File: src/rtl/vga_pkg.sv
// vga_pkg: shared VGA geometry, pixel width and line-buffer fill-state encoding
package vga_pkg;
    localparam int VISIBLE_X = 320;
    localparam int VISIBLE_Y = 480;
    localparam int CW = 6;
    typedef enum logic {FILLING = 1'b0, FULL = 1'b1} fill_state_t;
endpackage

File: src/rtl/vga_line_ram.sv
// vga_line_ram: two-bank simple dual-port pixel RAM, bank chosen by address MSB
module vga_line_ram #(
    parameter int WIDTH = vga_pkg::VISIBLE_X,
    parameter int AW = 9,
    parameter int CW = vga_pkg::CW
) (
    input  logic          clk12,
    input  logic          we,
    input  logic [AW:0]   waddr,
    input  logic [CW-1:0] wdata,
    input  logic [AW:0]   raddr,
    output logic [CW-1:0] rdata
);
    logic [CW-1:0] mem [2][WIDTH];
    // synchronous write, registered read
    always_ff @(posedge clk12) begin
        if (we) mem[waddr[AW]][waddr[AW-1:0]] <= wdata;
        rdata <= mem[raddr[AW]][raddr[AW-1:0]];
    end
endmodule

File: src/rtl/vga_line_buffer.sv
// vga_line_buffer: ping-pong line buffer feeding the VGA pins with aligned colour and syncs
module vga_line_buffer #(
    parameter int WIDTH = vga_pkg::VISIBLE_X,
    parameter int AW = 9,
    parameter int CW = vga_pkg::CW
) (
    input  logic          clk12,
    input  logic          rst_n,
    input  logic          wr_valid,
    output logic          wr_ready,
    input  logic [CW-1:0] wr_data,
    input  logic          de_in,
    input  logic          hsync_in,
    input  logic          vsync_in,
    input  logic          line_end,
    input  logic          frame_start,
    output logic [1:0]    red,
    output logic [1:0]    green,
    output logic [1:0]    blue,
    output logic          hsync,
    output logic          vsync,
    output logic          underrun
);
    import vga_pkg::*;
    localparam logic [AW-1:0] LAST = AW'(WIDTH - 1);
    localparam logic [AW-1:0] END_ADDR = AW'(WIDTH);
    fill_state_t state, state_n;
    logic [AW-1:0] wr_cnt, wr_cnt_n, rd_addr, rd_addr_n, rd_addr_d;
    logic fill_bank, disp_valid, de_d, accept, last, swap;
    logic [CW-1:0] rdata;
    assign wr_ready = state == FILLING;
    assign accept = wr_valid & wr_ready & ~frame_start;
    assign last = accept & (wr_cnt == LAST);
    assign swap = line_end & ~frame_start & ((state == FULL) | last);
    assign rd_addr_n = (line_end | frame_start) ? '0 : (de_in && rd_addr != END_ADDR) ? rd_addr + 1'b1 : rd_addr;
    assign {red, green, blue} = (de_d & disp_valid & (rd_addr_d < END_ADDR)) ? rdata : '0;
    // fill FSM next state: frame_start restarts, swap empties, accepted pixels advance
    always_comb begin
        state_n = state;
        wr_cnt_n = wr_cnt;
        if (frame_start) begin
            state_n = FILLING;
            wr_cnt_n = '0;
        end else if (swap) begin
            state_n = FILLING;
            wr_cnt_n = '0;
        end else if (accept) begin
            state_n = last ? FULL : FILLING;
            wr_cnt_n = wr_cnt + 1'b1;
        end
    end
    // fill FSM state register
    always_ff @(posedge clk12 or negedge rst_n) begin
        if (!rst_n) begin
            state <= FILLING;
            wr_cnt <= '0;
        end else begin
            state <= state_n;
            wr_cnt <= wr_cnt_n;
        end
    end
    // bank swap, read pointer and output pipeline aligned with the RAM read latency
    always_ff @(posedge clk12 or negedge rst_n) begin
        if (!rst_n) begin
            fill_bank <= 1'b0;
            disp_valid <= 1'b0;
            rd_addr <= '0;
            rd_addr_d <= '0;
            de_d <= 1'b0;
            hsync <= 1'b1;
            vsync <= 1'b1;
            underrun <= 1'b0;
        end else begin
            fill_bank <= fill_bank ^ swap;
            disp_valid <= disp_valid | swap;
            rd_addr <= rd_addr_n;
            rd_addr_d <= rd_addr;
            de_d <= de_in;
            hsync <= hsync_in;
            vsync <= vsync_in;
            underrun <= line_end & ~frame_start & ~swap;
        end
    end
    vga_line_ram #(.WIDTH(WIDTH), .AW(AW), .CW(CW)) u_ram (
        .clk12(clk12),
        .we(accept),
        .waddr({fill_bank, wr_cnt}),
        .wdata(wr_data),
        .raddr({~fill_bank, rd_addr}),
        .rdata(rdata)
    );
endmodule

File: config.mk
export PLATFORM = sky130hd
export DESIGN_NAME = vga_line_buffer
export DESIGN_NICKNAME = d
export VERILOG_FILES = /design/src/rtl/vga_pkg.sv /design/src/rtl/vga_line_ram.sv /design/src/rtl/vga_line_buffer.sv
export SDC_FILE = /design/constraint.sdc
export NUM_CORES = 2
export LEC_CHECK = 0
export ABC_AREA = 0
export CORE_MARGIN = 2
export CORE_UTILIZATION = 45
export DETAILED_ROUTE_END_ITERATION = 12
export SLEW_MARGIN = 30
export SYNTH_ARGS = -nofsm -noshare
export SYNTH_HDL_FRONTEND = slang
export SYNTH_HIERARCHICAL = 1
export SYNTH_SLANG_ARGS = --single-unit
File: constraint.sdc
create_clock -name clk12 -period 9 [get_ports clk12]
set_input_delay 0.9 -clock clk12 [delete_from_list [all_inputs] [get_ports clk12]]
set_output_delay 0.9 -clock clk12 [all_outputs]
set_load 0.02 [all_outputs]
==> run_results.csv <==
group,metric,value,unit
run_status,status,"completed",
sta,fin_tns_setup,0,ns
floorplan,design.die.area,0.342,mm²
drt,detail_route.drc_violations,0,
pwr,total_power_consumption_of_the_routed_design,0.0368,W
floorplan,design.core.area,0.336,mm²
clock_network,cts-buffers-inserted,392,
sta,clock.fmax,193,MHz
drt,vias_per_cell,6.32,
placement,cell_area_after_placement,0.157,mm²
worst_setup_path,source_of_the_critical_timing_path,"fill_bank$_DFF_PN0_",
worst_setup_path,crit_path_start_kind,"flop",
finish,design_area,0.170,mm²
clock_network,cts-htree-levels,5,
global_routing,gr-usage-all-layers,0.255,
worst_setup_path,critPathMostFrequentCell,"mux2i_1",
drt,drt_iter0_drc,11200,
finish,syn2layout_area_growth,11.8,%
floorplan,core.rowCount,213,
worst_setup_path,critical_path.max_stage_delay,0.77,ns
synthesis,synth-seq-cells,3874,
worst_setup_path,crit_path_cell_trace,"inv_8, buf_12, buf_4, mux4_2, mux2i_1, mux2i_1, o311ai_2, a311oi_2, a21oi_1, o21ai_0",
placement,io_buffer_count,23,
drt,detailed_routing_iterations_pass_1,6,
synthesis,postSynth.topFlopCell,"edfxtp_1",
synthesis,synth-edff-count,3840,
worst_setup_path,reg2reg_slack,3.81,ns
global_routing,largest_net_degree_at_the_start_of_global_routing,198,
synthesis,post-synth-top-area-cell,"edfxtp_1",
sta,final.setup_skew,0.0538,ns
worst_setup_path,critical_path_data_arrival_time,5.99,ns
synthesis,netlist_top_cells_count,"3840 x edfxtp_1, 943 x mux4_2, 722 x nor2_1",
worst_setup_path,slowest_stage,"buf_4",
floorplan,dieHeight,584,µm
worst_setup_path,setup.worst_path.class,"flop to flop",
sta,report.final.hold_viol_count,0,
synthesis,syn-instance-count,7275,
pwr,leak_pwr,50.4,nW
finish,fill_cells,26500,
worst_setup_path,critical_path_endpoint,"u_ram/rdata[2]$_DFF_P_",
synthesis,synthDominantCellAreaShare,0.761,
floorplan,initial_core_util,0.451,
sta,min_period,5.19,ns
finish,nets,7417,
clock_network,cts.clk_slew.worst_paths,0.06,ns
synthesis,synth_seq_area_share,0.766,
drt,route.vias.total,77500,
worst_setup_path,cp.required,9.80,ns
clock_network,clock_insertion_delay_worst_skew,0.97,ns
pwr,power.ir.vdd_worst,146,µV
min_path,holdCritPathClass,"input port to flop",
clock_network,root_buffer,"clkbuf_16",
drt,wl,438,mm
synthesis,synth_warnings,6,
worst_setup_path,critical_path.reg2reg.endpoint,"u_ram/rdata[2]$_DFF_P_",
clock_network,cts_num_sinks,3874,
clock_network,cts_tree,"built",
clock_network,cts_repair_resize_count,0,
sta,holdWs,0.352,ns
drt,wl_per_cell,35.8,µm
synthesis,cell_with_the_most_instances_after_synthesis,"edfxtp_1",
worst_setup_path,worst_r2r_path_depth,10,
synthesis,synth_cell_types,87,
global_routing,antenna_violations_before_repair,17,
sta,fin_crit_share,0.577,
global_routing,grt_pass1_vias,76000,
floorplan,die_width,584,µm
synthesis,synth_area_leaders,"edfxtp_1 76%, mux4_2 14%, nor2_1 1.8%, mux2i_1 1.4%, nand2_1 0.54%",
worst_setup_path,rr_startpoint,"fill_bank$_DFF_PN0_",
synthesis,netlist_area,0.152,mm²
finish,proportion_of_layout_cells_with_a_drive_suffix_above_1,0.235,
global_routing,global_route_wire_length_before_repair,608,mm
flow_run,cap_viol_max_count,0,
sta,tightest_slew,1.11,ns
clock_network,clockBufferDepth,4,
min_path,holdPathStages,1,
floorplan,io_pins,24,
global_routing,globalRoute.totalOverflow,0,
pwr,power_density_over_the_cells,217,mW/mm²
min_path,holdCritStartpoint,"wr_data[1]",
synthesis,synthesis.area_per_instance,20.8,µm²
synthesis,async_flop_share,0.00723,
worst_setup_path,worstSetupEndpointType,"flop",
sta,rsz0062_at_grt,"false",
worst_setup_path,critPathMaxFanout,79,
placement,half_perimeter_wire_length_of_the_detailed_placement_result,263,mm
sta,slew_headroom,0.251,
drt,drtAntennaViolNets,0,
sta,timing_max_transition_violations_final,0,
synthesis,synth_fp_nets,7292,
placement,routabilityCongestion,0.900,
sta,setup_violations,0,
flip-flops by register name (all words and copies together), names as in the netlist:
name	cells
u_ram/mem	3840
rd_addr	9
wr_cnt	9
u_ram/rdata	6
rd_addr_d	3
de_d	1
disp_valid	1
fill_bank	1
hsync	1
state	1
underrun	1
vsync	1
placed cells by master (no fill, tap or decap), drive strengths merged, types with 17 or more instances in the layout:
| cell type | netlist | layout |
|---|---|---|
| a21oi | 84 | 84 |
| a221oi | 23 | 23 |
| a22oi | 101 | 101 |
| a31oi | 26 | 26 |
| and3 | 18 | 18 |
| buf | 265 | 191 |
| bufinv | 0 | 38 |
| clkbuf | 212 | 478 |
| clkinv | 3 | 180 |
| dfrtp | 26 | 26 |
| edfxtp | 3840 | 3840 |
| inv | 10 | 22 |
| mux2 | 19 | 19 |
| mux2i | 209 | 209 |
| mux4 | 948 | 948 |
| nand2 | 217 | 217 |
| nand2b | 17 | 17 |
| nand3 | 64 | 64 |
| nor2 | 722 | 722 |
| nor2b | 24 | 24 |
| nor3 | 31 | 31 |
| o21ai | 63 | 63 |
| o221ai | 33 | 33 |
| o22ai | 73 | 73 |
timing repair:
action / 4_1_cts / 5_1_grt
buffers inserted: 0 / 0
hold buffers: 1 / 0
endpoints found under the hold margin: 6 / 0
final cells by class:
type | count | area (µm²) | share of cell area
flip-flops and latches | 3874 | 116000 | 0.685
diodes | 9 | 22.5 | 0.000133
clock inverters | 239 | 2350 | 0.0138
well taps | 4515 | 5650 | 0.0333
clock buffers | 478 | 10300 | 0.0608
multi-input cells | 2911 | 32900 | 0.194
repair buffers | 208 | 2060 | 0.0121
inverters | 13 | 75.1 | 0.000443
worst min-delay path by stage:
stage / to
after CTS: hsync$_DFF_PN1_
after detailed placement: disp_valid$_DFF_PN0_
after floorplan: disp_valid$_DFF_PN0_
after global placement: disp_valid$_DFF_PN0_
after global routing: u_ram/mem[0][325]$_DFFE_PP_
final: u_ram/mem[1][319]$_DFFE_PP_
power breakdown:
| part | internal [W] | switching, W |
|---|---|---|
| Sequential | 0.0198 | 0.00000796 |
| Clock | 0.00925 | 0.00689 |
| Combinational | 0.000196 | 0.000580 |
| Total | 0.0293 | 0.00748 |
worst max-delay path: cells and delay by family (launching register included):
family	cells	cell delay, ns
mux	3	1.12
flops	1	0.51
compound gates	4	1.23
buf+inv	3	1.93
stage by stage:
stage	util	instances	setup WS (ns)
6_report	0.504	12200	3.81
5_1_grt	0.504	12200	3.66
2_1_floorplan	-	7275	5.98
4_1_cts	0.504	12200	3.83
3_3_place_gp	0.466	11500	2.74
3_5_place_dp	0.466	11500	3.68
per-layer routing:
metal	track usage	routed length (µm)	vias up
met5	0	89	-
met4	0.0944	18100	12
met3	0.0616	47200	754
met2	0.389	202000	4358
met1	0.358	170000	41900
li1	-	-	30500
logic make-up (layout without fill, tap and decap cells):
logic type      after synthesis  after routing  synth area share
flops                      3874           3874             0.766
simple gates               1191           1191            0.0335
mux                        1176           1176             0.156
compound gates              534            534            0.0247
buf+inv                     490            938            0.0190
xor+xnor                      7              7          0.000404
fa+ha+maj                     3              3          0.000248
other cells                   0              9                 0
Power figures use the tool's default switching activity.
